--- src/rtl/mem_arb_pkg.sv ---
// rtl/mem_arb_pkg.sv - shared FSM, command and constant definitions for mem_port_arbiter
package mem_arb_pkg;

  // Widths of the latched command; the top-level ADDR_W/DATA_W defaults follow these
  localparam int ARB_ADDR_W = 25;
  localparam int ARB_DATA_W = 32;

  typedef enum logic [1:0] {
    IDLE  = 2'd0,
    ISSUE = 2'd1,
    BUSY  = 2'd2
  } arb_state_t;

  localparam logic [1:0] OPLEN_B = 2'd0;
  localparam logic [1:0] OPLEN_H = 2'd1;
  localparam logic [1:0] OPLEN_W = 2'd2;

  typedef struct packed {
    logic                  rw;
    logic [1:0]            oplen;
    logic [ARB_ADDR_W-1:0] addr;
    logic [ARB_DATA_W-1:0] wdata;
    logic                  is_data;
  } mem_cmd_t;

  // Read data returned alongside err when a transaction times out
  localparam logic [ARB_DATA_W-1:0] ERR_RDATA = '0;

  // Instruction fetches are always word reads with no store data
  function automatic mem_cmd_t instr_cmd(input logic [ARB_ADDR_W-1:0] addr);
    mem_cmd_t c;
    c.rw      = 1'b0;
    c.oplen   = OPLEN_W;
    c.addr    = addr;
    c.wdata   = '0;
    c.is_data = 1'b0;
    return c;
  endfunction

endpackage

--- src/rtl/arb_grant_sel.sv ---
// rtl/arb_grant_sel.sv - winner select with ack masks and data-streak fairness (macro ARB_FAIR_EN)
module arb_grant_sel
  import mem_arb_pkg::*;
#(
  parameter int MAX_DATA_STREAK = 4,
  parameter int STREAK_W        = 3
) (
  input  logic                  i_req,
  input  logic                  i_ack,
  input  logic [ARB_ADDR_W-1:0] i_addr,
  input  logic                  d_req,
  input  logic                  d_ack,
  input  logic                  d_rw,
  input  logic [1:0]            d_oplen,
  input  logic [ARB_ADDR_W-1:0] d_addr,
  input  logic [ARB_DATA_W-1:0] d_wdata,
  input  logic [STREAK_W-1:0]   streak_q,
  output logic                  sel_valid,
  output mem_cmd_t              sel_cmd,
  output logic [STREAK_W-1:0]   streak_d
);

  logic i_elig;
  logic d_elig;
  logic turnaround;
  logic force_i;
  logic pick_d;

  // Eligibility, winner choice and the next streak count for this grant
  always_comb begin
    i_elig     = i_req & ~i_ack;
    d_elig     = d_req & ~d_ack;
    // The ack cycle grants nothing, so the other port cannot leapfrog a
    // requester whose req is still high only because it just got its ack.
    turnaround = i_ack | d_ack;
`ifdef ARB_FAIR_EN
    force_i    = i_elig && (streak_q == STREAK_W'(MAX_DATA_STREAK));
`else
    force_i    = 1'b0;
`endif
    pick_d     = d_elig & ~force_i;
    sel_valid  = (i_elig | d_elig) & ~turnaround;

    if (pick_d) begin
      sel_cmd.rw      = d_rw;
      sel_cmd.oplen   = d_oplen;
      sel_cmd.addr    = d_addr;
      sel_cmd.wdata   = d_wdata;
      sel_cmd.is_data = 1'b1;
    end else begin
      sel_cmd = instr_cmd(i_addr);
    end

    // Streak grows only for data grants that leave instr waiting; it is
    // kept in both builds, but only the fair build acts on it.
    streak_d = '0;
    if (pick_d && i_elig) begin
      if (streak_q == STREAK_W'(MAX_DATA_STREAK)) begin
        streak_d = streak_q;
      end else begin
        streak_d = streak_q + STREAK_W'(1);
      end
    end
  end

endmodule

--- src/rtl/mem_port_arbiter.sv ---
// rtl/mem_port_arbiter.sv - fetch/LSU arbiter for the single SDRAM controller port (fairness via ARB_FAIR_EN)
module mem_port_arbiter
  import mem_arb_pkg::*;
#(
  parameter int ADDR_W          = ARB_ADDR_W,
  parameter int DATA_W          = ARB_DATA_W,
  parameter int TIMEOUT_CYCLES  = 1024,
  parameter int MAX_DATA_STREAK = 4
) (
  input  logic              clk,
  input  logic              rst_n,
  input  logic              i_req,
  input  logic [ADDR_W-1:0] i_addr,
  output logic              i_ack,
  output logic [DATA_W-1:0] i_rdata,
  input  logic              d_req,
  input  logic              d_rw,
  input  logic [1:0]        d_oplen,
  input  logic [ADDR_W-1:0] d_addr,
  input  logic [DATA_W-1:0] d_wdata,
  output logic              d_ack,
  output logic [DATA_W-1:0] d_rdata,
  output logic              err,
  output logic              mem_enable,
  input  logic              mem_ready,
  output logic              mem_is_data,
  output logic              mem_rw,
  output logic [1:0]        mem_oplen,
  output logic [ADDR_W-1:0] mem_addr,
  output logic [DATA_W-1:0] mem_wdata,
  input  logic [DATA_W-1:0] mem_rdata
);

  localparam int TO_W     = (TIMEOUT_CYCLES > 1) ? $clog2(TIMEOUT_CYCLES) : 1;
  localparam int STREAK_W = $clog2(MAX_DATA_STREAK + 1);
  localparam logic [TO_W-1:0] TO_LAST = TO_W'(TIMEOUT_CYCLES - 1);

  arb_state_t           state_q;
  arb_state_t           state_d;
  mem_cmd_t             cmd_q;
  mem_cmd_t             sel_cmd;
  logic                 sel_valid;
  logic [STREAK_W-1:0]  streak_q;
  logic [STREAK_W-1:0]  streak_d;
  logic                 seen_low_q;
  logic [TO_W-1:0]      tcnt_q;
  logic                 do_grant;
  logic                 do_done;
  logic                 do_timeout;

  arb_grant_sel #(
    .MAX_DATA_STREAK (MAX_DATA_STREAK),
    .STREAK_W        (STREAK_W)
  ) u_grant_sel (
    .i_req     (i_req),
    .i_ack     (i_ack),
    .i_addr    (i_addr),
    .d_req     (d_req),
    .d_ack     (d_ack),
    .d_rw      (d_rw),
    .d_oplen   (d_oplen),
    .d_addr    (d_addr),
    .d_wdata   (d_wdata),
    .streak_q  (streak_q),
    .sel_valid (sel_valid),
    .sel_cmd   (sel_cmd),
    .streak_d  (streak_d)
  );

  assign mem_is_data = cmd_q.is_data;
  assign mem_rw      = cmd_q.rw;
  assign mem_oplen   = cmd_q.oplen;
  assign mem_addr    = cmd_q.addr;
  assign mem_wdata   = cmd_q.wdata;

  // FSM state register
  always_ff @(posedge clk) begin
    if (!rst_n) begin
      state_q <= IDLE;
    end else begin
      state_q <= state_d;
    end
  end

  // FSM next state
  always_comb begin
    state_d = state_q;
    case (state_q)
      IDLE:    if (do_grant) state_d = ISSUE;
      ISSUE:   state_d = BUSY;
      BUSY:    if (do_done || do_timeout) state_d = IDLE;
      default: state_d = IDLE;
    endcase
  end

  // FSM outputs: command strobe plus grant/completion/timeout events
  always_comb begin
    mem_enable = 1'b0;
    do_grant   = 1'b0;
    do_done    = 1'b0;
    do_timeout = 1'b0;
    case (state_q)
      IDLE:  do_grant = mem_ready && sel_valid;
      ISSUE: mem_enable = 1'b1;
      BUSY: begin
        // A controller that only just dropped ready has not finished yet,
        // so completion needs ready to have been seen low first.
        do_done    = mem_ready && seen_low_q;
        do_timeout = !do_done && (tcnt_q == TO_LAST);
      end
      default: ;
    endcase
  end

  // Command latch, busy tracking, timeout count and ack/rdata return
  always_ff @(posedge clk) begin
    if (!rst_n) begin
      cmd_q      <= '0;
      streak_q   <= '0;
      seen_low_q <= 1'b0;
      tcnt_q     <= '0;
      i_ack      <= 1'b0;
      d_ack      <= 1'b0;
      err        <= 1'b0;
      i_rdata    <= '0;
      d_rdata    <= '0;
    end else begin
      i_ack <= 1'b0;
      d_ack <= 1'b0;
      err   <= 1'b0;
      if (do_grant) begin
        cmd_q    <= sel_cmd;
        streak_q <= streak_d;
      end
      if (state_q == ISSUE) begin
        seen_low_q <= 1'b0;
        tcnt_q     <= '0;
      end
      if (state_q == BUSY) begin
        if (!mem_ready) seen_low_q <= 1'b1;
        if (!do_done && !do_timeout) tcnt_q <= tcnt_q + TO_W'(1);
      end
      if (do_done || do_timeout) begin
        err <= do_timeout;
        if (cmd_q.is_data) begin
          d_ack   <= 1'b1;
          d_rdata <= do_done ? mem_rdata : ERR_RDATA;
        end else begin
          i_ack   <= 1'b1;
          i_rdata <= do_done ? mem_rdata : ERR_RDATA;
        end
      end
    end
  end

  // A granted requester must keep req high until its ack
  always @(posedge clk) begin
    if (rst_n && state_q != IDLE) begin
      assert (cmd_q.is_data ? d_req : i_req);
    end
  end

endmodule

--- config.mk ---
export PLATFORM = sky130hd
export DESIGN_NAME = mem_port_arbiter
export DESIGN_NICKNAME = d
export VERILOG_FILES = /design/src/rtl/mem_arb_pkg.sv /design/src/rtl/arb_grant_sel.sv /design/src/rtl/mem_port_arbiter.sv
export SDC_FILE = /design/constraint.sdc
export NUM_CORES = 1
export LEC_CHECK = 0
export CAP_MARGIN = 20
export CORE_ASPECT_RATIO = 0.5
export CORE_MARGIN = 2
export CORE_UTILIZATION = 44
export DETAILED_ROUTE_END_ITERATION = 8
export PLACE_DENSITY = 0.94
export SETUP_SLACK_MARGIN = 0.5
export SLEW_MARGIN = 40
export SYNTH_ARGS = -nofsm -noshare
export SYNTH_HDL_FRONTEND = slang
export SYNTH_SLANG_ARGS = --single-unit
--- constraint.sdc ---
create_clock -name clk -period 3.2 [get_ports clk]
set_input_delay 0.64 -clock clk [delete_from_list [all_inputs] [get_ports clk]]
set_output_delay 0.64 -clock clk [all_outputs]
set_load 0.05 [all_outputs]
==> metrics.csv <==
stage,metric,value,unit
outcome,outcome,completed,
cts,Root Buffer,clkbuf_16,
timing,Final period util,0.811,
routing,drt wl/cell,17.2,microns
floorplan,io pins,251,
cells_and_area,FILL cells,821,
cells_and_area,Nets,867,
synthesis,Async SR Flop Fraction,0,
synthesis,largest cells by area after synthesis,"dfxtp_1 (54%), a22o_1 (11%), mux2i_1 (5.0%)",
cells_and_area,Area Growth Syn to Fin,61.9,%
synthesis,number of synthesized flops with an enable pin,0,
cts,clock latency on the worst-skew pair,410,ps
cells_and_area,sequential cell area,2820,sq um
cts,htree depth,4,
floorplan,Die Ht,81.1,microns
placement,port buffer count,250,
synthesis,"Net Count, Synth",631,
floorplan,core area,11700,sq um
cts,"CTS clk-pin slew, worst paths",60,ps
global_route,Total GRT Usage,0.242,
critical_path,r2r startpoint,tcnt_q[0],
worst_hold_path,HP Class,reg2reg,
cts,postcts setup bufs,0,
synthesis,sequential-to-total area share from yosys stat,0.539,
global_route,GR met2 Demand/Resource,0.431,
timing,Final Hold Viols,0,
global_route,most used routing layer,met2,
critical_path,crit start category,register,
cells_and_area,post-layout instance area,8480,sq um
cts,post_cts resized,0,
pwr,power per cell area,557,nW/um^2
critical_path,CP Max Fanout,6,
worst_hold_path,worst hold start,mem_wdata[13],
synthesis,synth cell count leaders,"dfxtp_1 (141), a22o_1 (64), nand3_1 (40)",
routing,routed vias/inst,5.31,
timing,final slew viol count,0,
cells_and_area,area of the multi-input gates,2200,sq um
routing,WL final,15900,microns
pwr,Peak VDD IR,0.000397,V
timing,Worst-Margin Slew,636,ps
placement,GP Congestion,0.808,
timing,clock skew,8.61,ps
routing,post-route ant nets,0,
global_route,first-pass GRT wire length,24300,microns
pwr,Tot Pwr,0.00472,W
global_route,GRT overflow,0,
cts,CTS Buffer Depth,2,
synthesis,Yosys warning count,0,
global_route,largest net degree at the start of global routing,122,
timing,fin crit period,2600,ps
synthesis,largest area contributor in the netlist,dfxtp_1,
routing,drt drc,0,
synthesis,Synth cell types,42,
timing,Setup TNS,0,ps
synthesis,share of the synthesized area in the top cell type,0.539,
synthesis,synthesis-stage register bit count,141,
critical_path,crit end category,output pin,
timing,setup violators final,0,
placement,dpl cell area,7810,sq um
global_route,vias in the first global route,4838,
critical_path,CP arrival,1960,ps
run,max-cap violations,0,
critical_path,Crit. Startpoint,state_q[0],
pwr,Leak,3.09,nW
global_route,met3 Use GR,0.0518,
synthesis,cell area after synthesis,5240,sq um
global_route,antenna violations before repair,0,
synthesis,"count leader, synth",dfxtp_1,
cells_and_area,post-layout util,0.725,
routing,detailed-route via count,4896,
placement,dpl hpwl,10600,microns
timing,f_max,385,MHz
cts,hold_buf cts,0,
floorplan,Die X,158,microns
cts,clk sinks,141,
cts,number of buffers created by CTS,17,
routing,DRT Pass-1 Iters,6,
floorplan,Initial Util,0.448,
cells_and_area,ANT cells,0,
floorplan,row count,28,
synthesis,Syn Area/Cell,10.3,sq um
placement,Setup WS pre-CTS,522,ps
critical_path,crit path kind,reg2out,
cells_and_area,share of layout cells above drive strength 1,0.0661,
timing,"Worst Setup Slack, final",604,ps
global_route,met1 Usage GRT,0.286,
floorplan,Die Area,12800,sq um
cts,CTS tree,yes,
critical_path,Critical Path RT,2560,ps
synthesis,predominant post-synthesis flop cell,dfxtp_1,
synthesis,Synth Instances,508,
routing,1st-iter DRT viols,374,
timing,RSZ-0062 raised after global routing,false,
timing,worst relative slew slack,0.570,
## cells by family after synthesis
family	synth area share
AO/OA/AOI/OAI	0.213
AND/OR/NAND/NOR	0.153
flip-flops	0.539
buffers and inverters	0.0432
multiplexers	0.0497
adder cells (fa/ha/maj)	0.00239
## flip-flops by register name (all words and copies together), names as in the netlist
register     flops
i_ack            1
mem_addr        25
i_rdata         32
d_rdata         32
mem_rw           1
tcnt_q          10
mem_oplen        2
mem_wdata       32
seen_low_q       1
d_ack            1
mem_is_data      1
err              1
state_q          2
## stage by stage
stage	hold WS, ps	instances
2_1_floorplan	462	508
3_3_place_gp	453	890
3_5_place_dp	456	890
4_1_cts	466	922
5_1_grt	488	922
6_report	469	922
## critical path, cell delays in order (launching register included)
cell	delay (ps)
dfxtp_1	420
nand2b_1	150
inv_1	160
clkdlybuf4s50_1	820
## path summary, 6_finish.rpt
path,to,slack (ps),cells past startpoint
worst max-delay path,mem_enable,600,3
worst min-delay path,mem_wdata[13],470,2
worst max register to register,i_rdata[6],1060,6
worst min register to register,mem_wdata[13],470,2
## cell type report
class                      instances  share of cell area
clock buffer                      18              0.0506
multi-input combinational        323               0.259
tap                              165              0.0243
clock inverter                    14              0.0282
inverter                           3             0.00133
timing repair buffer             258               0.304
sequential                       141               0.333
## layer usage
layer	up-vias	part of all wire
met5	-	0
met4	0	0.024
met3	37	0.054
met2	175	0.51
met1	2338	0.42
li1	2346	-
## cell usage in the layout (no fill, tap or decap), drive strengths merged, types with 3 or more instances in the layout
| cell type | n |
|---|---|
| a211oi | 27 |
| a21oi | 39 |
| a221o | 5 |
| a22o | 64 |
| and2 | 4 |
| buf | 8 |
| bufinv | 6 |
| clkbuf | 18 |
| clkdlybuf4s50 | 250 |
| clkinv | 3 |
| clkinvlp | 3 |
| dfxtp | 141 |
| inv | 5 |
| mux2i | 26 |
| nand2 | 8 |
| nand2b | 38 |
| nand3 | 41 |
| nor2 | 33 |
| nor3 | 7 |
| nor4 | 3 |
| o21ai | 4 |
## power breakdown
group | total [W] | internal [W] | switching (W)
sequential | 0.00184 | 0.00181 | 0.0000316
clock | 0.00223 | 0.00147 | 0.000759
combinational | 0.000657 | 0.000289 | 0.000368
total | 0.00472 | 0.00356 | 0.00116
Note: power is estimated with default switching activity, not from simulation.
==> RTL change: new RTL, same flow settings <==
Re-encode `arb_state_t` (3 states) as one-hot, 3 bits wide.
--- a/src/rtl/mem_arb_pkg.sv
+++ b/src/rtl/mem_arb_pkg.sv
@@ -5,10 +5,10 @@
   localparam int ARB_ADDR_W = 25;
   localparam int ARB_DATA_W = 32;
 
-  typedef enum logic [1:0] {
-    IDLE  = 2'd0,
-    ISSUE = 2'd1,
-    BUSY  = 2'd2
+  typedef enum logic [2:0] {
+    IDLE  = 3'b001,
+    ISSUE = 3'b010,
+    BUSY  = 3'b100
   } arb_state_t;
 
   localparam logic [1:0] OPLEN_B = 2'd0;
Function: no difference found for any inputs over 10 cycles, from zero or initial values and one cycle with rst_n low; not proved beyond that.
==> RTL change against the unedited design <==
Wire length down 2.6%. Design area down 0.72%. Critical path type unchanged. Register-to-register slack gained 0.02 ns. Sequential cell count rose by 1. Area after synthesis shrank 0.86%. Final cell count increased by 1.2%. Non-clock buffer count up 2. Worst setup slack gained 0.21 ns. Critical path depth fell by 2. Critical endpoint is now mem_is_data. Total power is 6.6% lower. Combinational power barely moved.
==> RTL change: results <==
[setup_path]
cp.arrival_ns = 1.75

[synth]
synth.distinct_cells = 39
avgSynthCellArea_um2 = 9.91
synth_fa_ha_area_share_pct = 0.241
synth_commonest_cells = "dfxtp_1 (142), a22o_1 (64), nand2_1 (51)"
synth-seq-area-share_pct = 54.7
synth_xor_area_share_pct = 0.169
synthMuxAreaShare_pct = 4.82
synthesis.nets = 647
synth_area_leaders = "dfxtp_1 (55%), a22o_1 (11%), mux2i_1 (4.8%), a21oi_1 (3.8%), nand2_1 (3.7%)"

[sta]
worst_slew_pin_slew_ns = 0.788
skew_ns = 0.00800

[power_and_ir_drop]
leakage_nw = 3.11
max-vdd-ir-drop_uv = 358

[final_layout]
nets = 884

[detailed_routing]
post_drt_wl_per_cell_um = 16.6
viasPerCell = 5.31
dr.pass1.iters = 4
drt_iter0_markers = 386

[place]
placed_cell_area_um2 = 7840
dp_hpwl_um = 10700
place_congestion = 0.816
dp.cells = 901

[global_routing]
grt_pass1_wl_um = 24400
grt_max_degree = 81
first_global_vias = 4877
groute.usage.overall_pct = 24.1

[run_status]
status = "finished, final reports clean"
## RTL change: cell count changes after synthesis, sizes merged, moves of 3 or more
cell	delta
a221o	-5
nor2	+4
clkbuf	-5
o211ai	+10
nand2b	-37
nand3	-3
buf	+6
nand2	+43
## RTL change: cells by family after synthesis
kind of cell	count (synthesis)
AND/OR/NAND/NOR	156
AO/OA/AOI/OAI	153
flip-flops	142
buffers and inverters	46
multiplexers	25
XOR/XNOR	1
adder cells (fa/ha/maj)	1
## RTL change: worst paths after layout
check,start,end,slack (ns),depth (start not counted)
min reg2reg,mem_wdata[5],mem_wdata[5],0.45,2
min,mem_wdata[5],mem_wdata[5],0.45,2
max,mem_is_data,mem_is_data,0.81,1
max reg2reg,tcnt_q[0],tcnt_q[4],1.08,6
## RTL change: metrics by stage
| stage | power [mW] | setup slack, ns | hold slack (ns) |
|---|---|---|---|
| final | 4.41 | 0.814 | 0.450 |
| after global routing | 4.58 | 0.755 | 0.461 |
| after CTS | 4.44 | 0.528 | 0.450 |
| after detailed placement | 2.55 | 0.668 | 0.443 |
| after global placement | 2.54 | 0.733 | 0.437 |
| after floorplan | 2.24 | 1.40 | 0.467 |
## RTL change: area by class of cell
type                    instances  area, µm²
multi-input cells             336       2170
clock buffers                  19        433
fillers                       768       2830
flip-flops and latches        142       2840
repair buffers                260       2620
well taps                     159        199
clock inverters                13        141
inverters                       4       15.0
## RTL change: layer usage
layer,wire [µm],vias to the layer above,GRT usage (%)
met4,416,0,10.0
met5,0,-,0
met3,964,38,6.56
li1,-,2404,-
met1,6390,2312,28.4
met2,7710,203,42.3
## RTL change: repair_timing
item                                   CTS  global route
setup buffers                            0             0
endpoints found under the hold margin    0             0
resized for setup                        0             1
setup endpoints to repair                0             1
## RTL change: where the power goes
group,internal [mW],leakage (nW),total (mW),switching [mW]
registers,1.82,1.15,1.85,0.0324
clock network,1.15,0.262,1.90,0.750
logic,0.284,1.70,0.658,0.374
